File: src/rtl/uart_pkg.sv
// Shared types and defaults for the UART transmit-side arbitration logic.
package uart_pkg;

  typedef enum logic [2:0] {
    IDLE,
    ARB,
    SEND,
    WAIT,
    HOLD
  } arb_state_e;

  localparam int BPS_DEFAULT      = 5208;
  localparam int LOCK_TMO_DEFAULT = 10 * BPS_DEFAULT;

endpackage

File: src/rtl/rr_pick.sv
// Rotating priority encoder: picks the first set request above rr_ptr, wrapping
// modulo N_REQ. Purely combinational so the RX dispatcher can reuse it.
module rr_pick
  import uart_pkg::*;
#(
  parameter int N_REQ = 4,
  parameter int ID_W  = 2
) (
  input  logic [N_REQ-1:0] req,
  input  logic [ID_W-1:0]  rr_ptr,
  output logic [ID_W-1:0]  winner,
  output logic             any_req
);

  logic [ID_W-1:0] idx;

  // Scan from the farthest candidate down so the nearest one above rr_ptr wins.
  always_comb begin
    winner  = '0;
    idx     = '0;
    any_req = |req;
    for (int k = N_REQ; k >= 1; k--) begin
      idx = ID_W'((int'(rr_ptr) + k) % N_REQ);
      if (req[idx]) winner = idx;
    end
  end

endmodule

File: src/rtl/uart_tx_arb.sv
// Frame-aware round-robin sequencer sharing one uart_tx among N_REQ byte sources.
// state | meaning: IDLE no owner | ARB pick winner | SEND issue byte | WAIT serializer busy | HOLD locked, await next byte
module uart_tx_arb
  import uart_pkg::*;
#(
  parameter int N_REQ    = 4,
  parameter int ID_W     = 2,
  parameter int LOCK_TMO = LOCK_TMO_DEFAULT,
  parameter int TMO_W    = 16
) (
  input  logic               clk,
  input  logic               rst_n,
  input  logic [N_REQ-1:0]   req,
  input  logic [8*N_REQ-1:0] data,
  input  logic [N_REQ-1:0]   last,
  output logic [N_REQ-1:0]   ack,
  output logic [7:0]         tx_din,
  output logic               tx_din_vld,
  input  logic               tx_rdy,
  output logic               busy,
  output logic [ID_W-1:0]    grant_id,
  output logic               lock_tmo_err
);

  arb_state_e      state;
  logic [ID_W-1:0] rr_ptr;
  logic [ID_W-1:0] winner;
  logic            any_req;
  logic            frame_end;
  logic            wait_first;
  logic [TMO_W-1:0] tmo_cnt;

  rr_pick #(.N_REQ(N_REQ), .ID_W(ID_W)) u_rr_pick (
    .req     (req),
    .rr_ptr  (rr_ptr),
    .winner  (winner),
    .any_req (any_req)
  );

  always_ff @(posedge clk or negedge rst_n) begin
    if (!rst_n) begin
      state        <= IDLE;
      ack          <= '0;
      tx_din       <= '0;
      tx_din_vld   <= 1'b0;
      busy         <= 1'b0;
      grant_id     <= ID_W'(N_REQ - 1);
      lock_tmo_err <= 1'b0;
      rr_ptr       <= ID_W'(N_REQ - 1);
      tmo_cnt      <= '0;
      frame_end    <= 1'b0;
      wait_first   <= 1'b0;
    end else begin
      ack          <= '0;
      tx_din_vld   <= 1'b0;
      lock_tmo_err <= 1'b0;
      case (state)
        IDLE: begin
          if (any_req && tx_rdy) begin
            state <= ARB;
            busy  <= 1'b1;
          end
        end
        ARB: begin
          // SEND may only be entered with the serializer ready; otherwise retry from IDLE.
          if (any_req && tx_rdy) begin
            grant_id <= winner;
            state    <= SEND;
          end else begin
            state <= IDLE;
            busy  <= 1'b0;
          end
        end
        SEND: begin
          tx_din     <= data[{grant_id, 3'b000} +: 8];
          tx_din_vld <= 1'b1;
          ack        <= N_REQ'(1) << grant_id;
          frame_end  <= last[grant_id];
          wait_first <= 1'b1;
          state      <= WAIT;
        end
        WAIT: begin
          if (wait_first) begin
            wait_first <= 1'b0;
          end else if (tx_rdy) begin
            if (frame_end) begin
              rr_ptr <= grant_id;
              if (any_req) begin
                state <= ARB;
              end else begin
                state <= IDLE;
                busy  <= 1'b0;
              end
            end else begin
              state   <= HOLD;
              tmo_cnt <= '0;
            end
          end
        end
        HOLD: begin
          if (req[grant_id]) begin
            if (tx_rdy) state <= SEND;
          end else if (tmo_cnt == TMO_W'(LOCK_TMO - 1)) begin
            lock_tmo_err <= 1'b1;
            rr_ptr       <= grant_id;
            tmo_cnt      <= '0;
            if (any_req) begin
              state <= ARB;
            end else begin
              state <= IDLE;
              busy  <= 1'b0;
            end
          end else begin
            tmo_cnt <= tmo_cnt + TMO_W'(1);
          end
        end
        default: begin
          state <= IDLE;
          busy  <= 1'b0;
        end
      endcase
    end
  end

endmodule

File: config.mk
export PLATFORM = sky130hd
export DESIGN_NAME = uart_tx_arb
export DESIGN_NICKNAME = d
export VERILOG_FILES = /design/src/rtl/uart_pkg.sv /design/src/rtl/rr_pick.sv /design/src/rtl/uart_tx_arb.sv
export SDC_FILE = /design/constraint.sdc
export NUM_CORES = 1
export LEC_CHECK = 0
export BUFFER_PORTS_ARGS = -buffer_cell sky130_fd_sc_hd__buf_2
export CAP_MARGIN = 20
export CORE_MARGIN = 4
export CORE_UTILIZATION = 55
export CTS_BUF_LIST = sky130_fd_sc_hd__clkbuf_4 sky130_fd_sc_hd__clkbuf_8 sky130_fd_sc_hd__clkbuf_16
export DETAILED_ROUTE_END_ITERATION = 8
export GPL_TIMING_DRIVEN = 0
export PLACE_DENSITY = 0.8
export SYNTH_ARGS = -nofsm -noshare
export SYNTH_HDL_FRONTEND = slang
export SYNTH_SLANG_ARGS = --single-unit
File: constraint.sdc
create_clock -name clk -period 4.66 [get_ports clk]
set_clock_uncertainty 0.2 [all_clocks]
set_input_delay 0.233 -clock clk [delete_from_list [all_inputs] [get_ports clk]]
set_output_delay 0.233 -clock clk [all_outputs]
set_load 0.01 [all_outputs]
==> results of run 1 <==
-- worst paths after layout --
path | start | end | slack, ns | cells past startpoint
hold / removal | req[0] | grant_id[0] | 0.08 | 4
hold reg to reg | tx_din[4] | tx_din[4] | 0.27 | 2
min in group asynchronous | rst_n | tmo_cnt[7] | 0.39 | 2
setup reg to reg | grant_id[1] | tmo_cnt[8] | 1.84 | 6
setup / recovery | grant_id[1] | tmo_cnt[8] | 1.84 | 6
max in group asynchronous | rst_n | ack[2] | 3.32 | 2
-- cell type report --
cell class	instances	area [sq um]
plain buffers	12	45.04
fillers	352	1231
clock inverters	2	35.03
repair buffers	60	305.3
multi-input cells	189	1245
well taps	50	62.56
flip-flops and latches	40	1006
inverters	6	22.52
clock buffers	6	76.32
-- flip-flops by register name, summed over array words and instances, names as in the netlist --
signal / count
ack: 4
tx_din_vld: 1
rr_ptr: 2
tmo_cnt: 16
tx_din: 8
state: 3
frame_end: 1
grant_id: 2
lock_tmo_err: 1
busy: 1
wait_first: 1
-- kinds of logic (layout without fill, tap and decap cells) --
logic type / after synthesis / after routing / synth area share
compound gates: 58 / 58 / 0.1630
xor+xnor: 1 / 1 / 0.003778
fa+ha+maj: 1 / 1 / 0.005396
buf+inv: 18 / 86 / 0.02914
flops: 40 / 40 / 0.4339
mux: 14 / 14 / 0.1176
simple gates: 115 / 115 / 0.2472
-- per-layer routing --
metal	share of wire	global-route usage	wire, um	up-vias
met1	0.44	0.3040	2436	1027
li1	-	-	-	1043
met4	0.0098	0.06148	55	0
met2	0.50	0.3537	2785	67
met3	0.056	0.03444	311	6
met5	0	0	0	-
-- layout by cell type (no fill, tap or decap), drive strengths merged, types with 3 or more instances in the layout --
master	count
o21ai	22
and3	3
dfstp	4
inv	6
nor2	21
a21o	5
nand4	6
a21oi	9
clkbuf	16
mux2	3
nand3	7
nand2	45
and2	3
dfrtp	36
mux4	10
nor3	7
or2	5
o31ai	4
or4	3
buf	61
a22o	6
-- cells in the mapped netlist, drive strengths merged (2+ instances only) --
library cell	count
buf	2
inv	6
nor4	2
nor3	7
clkbuf	10
nand2	45
dfrtp	36
nand3	7
nand2b	2
mux2	3
o31ai	4
nor2	21
nor3b	2
o22ai	2
dfstp	4
nand3b	2
and2	3
or4	3
mux4	10
or4b	2
and3	3
a22o	6
o21ai	22
nand4	6
a21o	5
a31oi	2
a21oi	9
or2	5
-- power breakdown --
part / total, mW / internal (mW) / switching [mW]
sequential: 0.518 / 0.454 / 0.0636
combinational: 0.604 / 0.268 / 0.337
clock: 0.285 / 0.165 / 0.120
total: 1.41 / 0.887 / 0.520
-- stage by stage --
stage / setup slack (ns) / cells / area, sq um / hold slack [ns] / total power, mW
floorplan: 2.120 / 247 / 2318 / -0.2626 / 0.9483
finish: 1.836 / 365 / 2798 / 0.08047 / 1.407
detailed placement: 1.860 / 356 / 2676 / 0.2054 / 1.129
global placement: 1.878 / 356 / 2676 / 0.2035 / 1.112
CTS: 1.858 / 365 / 2798 / 0.07847 / 1.416
global route: 1.621 / 365 / 2798 / 0.08943 / 1.514
-- worst reg2reg max path, delay by kind of cell, from the launching register on --
| family | cells | cell delay (ns) |
|---|---|---|
| mux | 2 | 0.84 |
| simple gates | 2 | 0.58 |
| flops | 1 | 0.54 |
| buf+inv | 1 | 0.31 |
| compound gates | 1 | 0.31 |
-- repair_timing --
action                                 in CTS  in global routing
resized for setup                           0                  0
endpoints found under the hold margin      36                  0
hold buffers                                1                  0
==> flow_summary.toml, run 1 <==
[pwr]
worst_ir_drop_vdd_uv = 334.1
pwr_density_cell_nw_per_um2 = 502.8
p_leak_nw = 1.305

[placement]
final_weighted_congestion_in_routability_driven_placement = 0.8547
numPortBuffers = 59
dp_hpwl_mm = 4.122

[yosys]
post_synthesis_average_cell_area_sq_um = 9.387
synth.top_cells.by_area = "dfrtp_1 39%, mux4_2 9.7%, nand2_1 7.3%"
leading_area_contributor_after_synthesis = "dfrtp_1"
synthFlopType = "dfrtp_1"
yosysUniqueCellTypes = 50
synth-warning-count = 0
synth_largest_type_area_fraction = 0.3886
synth_enable_flop_cells = 0
postSynth.asyncResetShare = 1.000
mappedNetlistArea_sq_um = 2318
netlist_instances = 247
postSynthRegisterBits = 40
synth.yosys.seq_area_share = 0.4339
synthesis.nets = 291

[sta]
max_slew.worst_pin.slew_ns = 0.8731
fmax_ghz = 0.3541
final_hold_violations = 0
setup-tns-final_ns = 0
final_period_minus_worst_setup_slack_ns = 2.824
post-route-period-util = 0.6060
maxSlewViolCount = 0
worst_slew_margin_rel = 0.4179
report.final.setup_viol = 0
grt_setup_unrepaired = "false"

[floorplanning]
fp-row-count = 23
floorplan.io_pins = 60
start_util = 0.5755
dieHeight_um = 72.93
design.core.area_sq_um = 4029
fp.dieArea_sq_um = 5318
die_w_um = 72.93

[critical_path]
worst-path-max-fanout = 9
cp.required_ns = 4.70
worstPathCellList = "clkbuf_1, mux4_2, o32ai_2, nand3_1, nor2_1, mux2_4"
worstPathBufferInverterCount = 1
timing.critical_path.max_delay_family = "multiplexers"
cpPeakStageDelay_ns = 0.67
cpMaxStageDelayCell = "mux4_2"
cp.arrival_ns = 2.86
crit_path_end_kind = "flop"
setup.worst_path.class = "reg2reg"
worst_setup_start_kind = "flop"

[routing]
via_count = 2143
route.final.wire_length_mm = 5.589
drcViolationCount = 0
detail_route.wl_per_cell_um = 15.31
avgViaCountPerCell = 5.871
dr.first_iter.drc_count = 152
drtPass1Iterations = 4
antenna_violating_nets_post_route = 0

[global_route]
grt_first_pass_wirelength_mm = 9.025
globalRouteTotalUtil = 0.2180
grt_antenna_before_repair = 0
vias_in_the_first_global_route = 1975
grt_overflow_total = 0
grt_start_max_net_pins = 41

[clocking]
cts-htree-levels = 2
clk_pin_slew_worst_paths_ns = 0.08
tritoncts_num_sinks = 40
cts-buffers-inserted = 5
clk_latency_ns = 0.29
postCtsSetupBuffers = 0
max-clock-path-buffers = 2
tritoncts = "built"
cts_root_buffer = "clkbuf_8"

[outcome]
outcome = "completed"

[final_layout]
finish.utilization = 0.6944
final_layout_size_suffix_gt1_frac = 0.2984
nets = 358
num_antenna_cells = 0
area_growth_pct = 20.67

[flow_run]
timing.max_cap.violations = 0

[min_path]
hp-class = "in2reg"
Power figures use the tool's default switching activity.
==> run 2: changes to the inputs <==
--- a/config.mk
+++ b/config.mk
@@ -8,11 +8,11 @@
 export BUFFER_PORTS_ARGS = -buffer_cell sky130_fd_sc_hd__buf_2
 export CAP_MARGIN = 20
 export CORE_MARGIN = 4
-export CORE_UTILIZATION = 55
+export CORE_UTILIZATION = 48
 export CTS_BUF_LIST = sky130_fd_sc_hd__clkbuf_4 sky130_fd_sc_hd__clkbuf_8 sky130_fd_sc_hd__clkbuf_16
 export DETAILED_ROUTE_END_ITERATION = 8
 export GPL_TIMING_DRIVEN = 0
-export PLACE_DENSITY = 0.8
+export PLACE_DENSITY = 0.73
 export SYNTH_ARGS = -nofsm -noshare
 export SYNTH_HDL_FRONTEND = slang
 export SYNTH_SLANG_ARGS = --single-unit
==> constraint.sdc (replaced) <==
create_clock -name clk -period 2.27 [get_ports clk]
set_clock_uncertainty 0.2 [all_clocks]
set_input_delay 0.1135 -clock clk [delete_from_list [all_inputs] [get_ports clk]]
set_output_delay 0.1135 -clock clk [all_outputs]
set_load 0.01 [all_outputs]
==> run 2 against run 1 <==
The flow now finishes with violations (negative setup slack); register-to-register slack worse by 1.9 ns; sequential power rose by 120%; utilization fell by 6.8 points; total power up 110%; die area is 13% higher; clock power is 74% higher; non-clock buffer count rose by 9; cell area is 5.1% higher; global-route usage fell by 1.8 points; combinational power increased by 110%; sequential share of layout area decreased by 1.6 points; first-iteration DRC count is 7.2% higher; critical endpoint unchanged.
==> flow_summary.toml, run 2 (same netlist as run 1, synthesis figures left out) <==
[outcome]
outcome = "finished, violations left"
violations = "negative setup slack"

[sta]
final_period_minus_worst_setup_slack_ns = 2.354
report.final.setup_viol = 5
maxSlewViolCount = 0
final_hold_violations = 0
post-route-period-util = 1.037
max_slew.worst_pin.slew_ns = 0.9094
worst_slew_margin_rel = 0.3937
fmax_ghz = 0.4248
grt_setup_unrepaired = "true"
final_critical_path_setup_slack_ns = -0.08431

[min_path]
holdPathEnd = "tx_din[7]"
number_of_instances_on_the_worst_hold_path = 4
holdCritStartpoint = "data[23]"
hp-class = "in2reg"

[critical_path]
r2r.worst_path.cells = 5
cpMaxStageDelayCell = "or4b_1"
worst_setup_start_kind = "flop"
cp.required_ns = 2.25
rrSetupSlack_ns = -0.08
worstPathCellList = "or4b_1, or4_4, and2_4, a21o_1, mux2_4"
worst-path-max-fanout = 5
crit-reg2reg-capture = "tmo_cnt[8]"
setup.worst_path.class = "reg2reg"
r2r_start = "tmo_cnt[12]"
cp.arrival_ns = 2.34
worstSetupStartpoint = "tmo_cnt[12]"
cpPeakStageDelay_ns = 0.51
crit_path_end_kind = "flop"

[final_layout]
final_common_cell = "buf_2"
largest_register_ffs = 16
ff_latch_area_sq_um = 1008
final_layout_size_suffix_gt1_frac = 0.3580
final_cell_count_no_fill = 378
max_flop_register = "tmo_cnt"
biggest_registers_after_layout = "tmo_cnt: 16 flops, tx_din: 8 flops, ack: 4 flops"
area_growth_pct = 26.77
nets = 367
final.fill_count = 393
multi_input_comb_area_sq_um = 1292
layout.cells.most_common_list = "59 x buf_2, 44 x nand2_1, 34 x dfrtp_1"
num_antenna_cells = 0

[pwr]
p_leak_nw = 1.367
finalPower_mw = 2.898
worst_ir_drop_vdd_uv = 673.9
pwr_density_cell_nw_per_um2 = 986.2

[clocking]
cts-buffers-inserted = 5
max-clock-path-buffers = 2
cts_root_buffer = "clkbuf_8"
clk_latency_ns = 0.29
tritoncts = "built"
tritoncts_num_sinks = 40
clk_pin_slew_worst_paths_ns = 0.08
cts-htree-levels = 2

[global_route]
grt_overflow_total = 0
grt_start_max_net_pins = 41
grt_antenna_before_repair = 0
grt_first_pass_wirelength_mm = 9.570
vias_in_the_first_global_route = 1989
globalRouteTotalUtil = 0.1997

[placement]
final_weighted_congestion_in_routability_driven_placement = 0.8386
numPortBuffers = 59
dp_hpwl_mm = 4.069
numPlacedInstances = 360

[routing]
dr.first_iter.drc_count = 163
via_count = 2197
route.final.wire_length_mm = 5.836
antenna_violating_nets_post_route = 0
drtPass1Iterations = 4
drcViolationCount = 0
detail_route.wl_per_cell_um = 15.44
avgViaCountPerCell = 5.812

[floorplanning]
die_w_um = 77.50
fp-row-count = 25
dieHeight_um = 77.50
floorplan.io_pins = 60
fp.dieArea_sq_um = 6006
start_util = 0.4941
design.core.area_sq_um = 4692

[flow_run]
timing.max_cap.violations = 0
-- run 2: timing repair --
item                                    in CTS  in global routing
resized for setup                            7                  7
hold buffers                                 4                  0
gates cloned                                 1                  0
pin swaps                                    3                  3
setup buffers                                8                  2
endpoints found under the setup margin      20                 23
hold endpoints to repair                    38                  0
-- run 2: routing by layer --
metal / wire (um) / vias up / track usage
li1: - / 1056 / -
met1: 2590 / 1086 / 0.2725
met2: 2908 / 50 / 0.3152
met3: 252 / 5 / 0.03828
met4: 84 / 0 / 0.07651
met5: 0 / - / 0
-- run 2: worst max-delay path, delay by kind of cell, from the launching register on --
kind	cells	cell delay [ns]
AOI/OAI and AO/OA	1	0.18
DFF	1	0.42
muxes	1	0.25
and+or+nand+nor	3	1.19
-- run 2: layout make-up --
cell class                 count  share of cell area
inverter                       6            0.007663
clock buffer                   6             0.02810
sequential                    40              0.3431
clock inverter                 2            0.003406
buffer                         7             0.01277
multi-input combinational    189              0.4398
timing repair buffer          74              0.1422
tap                           54             0.02299
-- run 2: power by group --
| group | total, mW | internal (mW) | switching, mW |
|---|---|---|---|
| Clock | 0.496 | 0.243 | 0.253 |
| Sequential | 1.12 | 0.934 | 0.190 |
| Combinational | 1.28 | 0.613 | 0.665 |
| Total | 2.90 | 1.79 | 1.11 |
-- run 2: worst max path at each step --
stage                      end  slack, ns  cells past startpoint
floorplan           tmo_cnt[8]      -0.08                      6
global placement    tmo_cnt[8]      -0.32                      6
detailed placement  tmo_cnt[8]      -0.35                      6
CTS                 tmo_cnt[8]      -0.08                      5
global route        tmo_cnt[8]      -0.11                      5
finish              tmo_cnt[8]      -0.08                      5
-- run 2: stage by stage --
step	area, sq um	setup slack [ns]	setup TNS, ns	util	hold slack, ns
5_1_grt	2939	-0.1115	-0.5444	0.6264	0.01865
3_5_place_dp	2703	-0.3535	-3.217	0.5760	0.09749
2_1_floorplan	2340	-0.07696	-0.1601	-	-0.3821
6_report	2939	-0.08431	-0.2333	0.6264	0.02082
4_1_cts	2912	-0.07903	-0.1545	0.6205	0.01643
3_3_place_gp	2703	-0.3178	-3.117	0.5760	0.08778
==> run 3: changes to the inputs <==
--- a/config.mk
+++ b/config.mk
@@ -8,11 +8,11 @@
 export BUFFER_PORTS_ARGS = -buffer_cell sky130_fd_sc_hd__buf_2
 export CAP_MARGIN = 20
 export CORE_MARGIN = 4
-export CORE_UTILIZATION = 48
+export CORE_UTILIZATION = 40
 export CTS_BUF_LIST = sky130_fd_sc_hd__clkbuf_4 sky130_fd_sc_hd__clkbuf_8 sky130_fd_sc_hd__clkbuf_16
 export DETAILED_ROUTE_END_ITERATION = 8
 export GPL_TIMING_DRIVEN = 0
-export PLACE_DENSITY = 0.73
+export PLACE_DENSITY = 0.63
 export SYNTH_ARGS = -nofsm -noshare
 export SYNTH_HDL_FRONTEND = slang
 export SYNTH_SLANG_ARGS = --single-unit
==> run 3 against run 2 <==
The run still ends with negative setup slack left; via count grew 0.55%; maximum frequency shrank 1.2%; clock-buffer cell count shrank 1; sequential cell count is the same; critical path type unchanged; sequential power shrank 4%; register-to-register slack lost 0.03 ns; setup slack lost 0.029 ns; hold slack lost 0.0059 ns.
==> flow_summary.toml, run 3 (same netlist as run 1, synthesis figures left out) <==
[sta]
grt_setup_unrepaired = "true"
worst_slew_margin_rel = 0.3874
report.final.setup_viol = 9
max_slew.worst_pin.slew_ns = 0.9189
final_hold_violations = 0
post-route-period-util = 1.050
fmax_ghz = 0.4197
maxSlewViolCount = 0
final_period_minus_worst_setup_slack_ns = 2.383
setup-tns-final_ns = -0.5250
final_critical_path_setup_slack_ns = -0.1129

[global_route]
gr-usage-met1 = 0.2488
met3_usage = 0.03435
grt_start_max_net_pins = 41
gr-usage-met2 = 0.2956
grt_first_pass_wirelength_mm = 10.36
globalRouteTotalUtil = 0.1815
global_route.peak_usage_layer = "met2"
vias_in_the_first_global_route = 2060
grt_overflow_total = 0
grt_antenna_before_repair = 0

[min_path]
hp-class = "in2reg"

[critical_path]
cpPeakStageDelay_ns = 0.54
cp.required_ns = 2.26
worst-path-max-fanout = 5
worstPathCellList = "or4b_1, or4_4, and2_4, and3_4, a221o_1"
cpMaxStageDelayCell = "or4b_1"
cp.arrival_ns = 2.37
worst_setup_start_kind = "flop"
worstPathBufferInverterCount = 0
crit_path_end_kind = "flop"
setup.worst_path.class = "reg2reg"
timing.critical_path.max_delay_family = "simple AND/OR/NAND/NOR gates"

[routing]
route.final.wire_length_mm = 6.460
detail_route.wl_per_cell_um = 15.99
drcViolationCount = 0
drtPass1Iterations = 5
avgViaCountPerCell = 5.468
via_count = 2209
antenna_violating_nets_post_route = 0
dr.first_iter.drc_count = 206

[final_layout]
final.fill_count = 514
final_layout_size_suffix_gt1_frac = 0.3825
final_common_cell = "buf_2"
layout.cells.most_common_list = "60 x buf_2, 44 x nand2_1, 33 x dfrtp_1"
finish.utilization = 0.5529
max_flop_register = "tmo_cnt"
nets = 375
largest_register_ffs = 16
area_growth_pct = 32.92
num_antenna_cells = 0
biggest_registers_after_layout = "tmo_cnt: 16 flops, tx_din: 8 flops, ack: 4 flops"
final_cell_count_no_fill = 404

[placement]
dp_hpwl_mm = 4.366
numPortBuffers = 59
numPlacedInstances = 378
dp_slack_ns = -0.3282
final_weighted_congestion_in_routability_driven_placement = 0.8400

[floorplanning]
die_w_um = 84.13
fp.dieArea_sq_um = 7078
fp-row-count = 27
floorplan.io_pins = 60
dieHeight_um = 84.13
start_util = 0.4159
design.core.area_sq_um = 5574

[clocking]
tritoncts_num_sinks = 40
clk_pin_slew_worst_paths_ns = 0.09
cts-buffers-inserted = 5
cts-htree-levels = 2
cts_root_buffer = "clkbuf_8"
max-clock-path-buffers = 2
tritoncts = "built"
clk_latency_ns = 0.30

[flow_run]
timing.max_cap.violations = 0

[pwr]
finalPower_mw = 3.135
worst_ir_drop_vdd_uv = 474.9
pwr_density_cell_nw_per_um2 = 1017
p_leak_nw = 1.410

[outcome]
violations = "negative setup slack"
outcome = "finished, violations left"
[run 3: routing by layer]
metal | vias up | share of wire
met5 | - | 0
met4 | 0 | 0.015
met3 | 10 | 0.041
met2 | 59 | 0.50
met1 | 1068 | 0.44
li1 | 1072 | -
[run 3: cell type report]
cell class	count	area [sq um]	area share
clock inverter	3	46.29	0.01502
buffer	9	45.04	0.01462
multi-input combinational	189	1325	0.4300
tap	72	90.09	0.02923
sequential	40	1010	0.3276
inverter	6	22.52	0.007308
timing repair buffer	80	474.2	0.1539
clock buffer	5	68.82	0.02233
[run 3: timing repair]
item	4_1_cts	5_1_grt
hold buffers	4	0
pin swaps	1	10
resized for setup	12	13
gates cloned	1	0
endpoints found under the hold margin	38	0
endpoints found under the setup margin	21	18
buffers inserted	8	8
[run 3: metrics by stage]
| step | area, sq um | hold WS [ns] |
|---|---|---|
| 5_1_grt | 3082 | 0.02286 |
| 6_report | 3082 | 0.01496 |
| 2_1_floorplan | 2340 | -0.3821 |
| 4_1_cts | 2965 | 0.007265 |
| 3_3_place_gp | 2725 | 0.09530 |
| 3_5_place_dp | 2725 | 0.09699 |
[run 3: where the power goes]
group          internal [mW]  switching, mW  leakage [nW]
clock network          0.332          0.285        0.0548
registers              0.933          0.142         0.513
logic                  0.675          0.769         0.842
[run 3: worst paths after layout]
kind	start	endpoint	slack, ns	cells after the start
max	tmo_cnt[13]	tmo_cnt[3]	-0.11	5
max in group asynchronous	rst_n	tmo_cnt[12]	0.96	2
min reg2reg	tx_din[6]	tx_din[6]	0.27	2
min in group asynchronous	rst_n	tmo_cnt[6]	0.27	2
max reg2reg	tmo_cnt[13]	tmo_cnt[3]	-0.11	5
min	data[6]	tx_din[6]	0.01	4
[run 3: worst register-to-register path, stage by stage (launching register included)]
cell and delay, ns:
dfrtp_2 0.42, or4b_1 0.54, or4_4 0.48, and2_4 0.22
and3_4 0.16, a221o_1 0.25
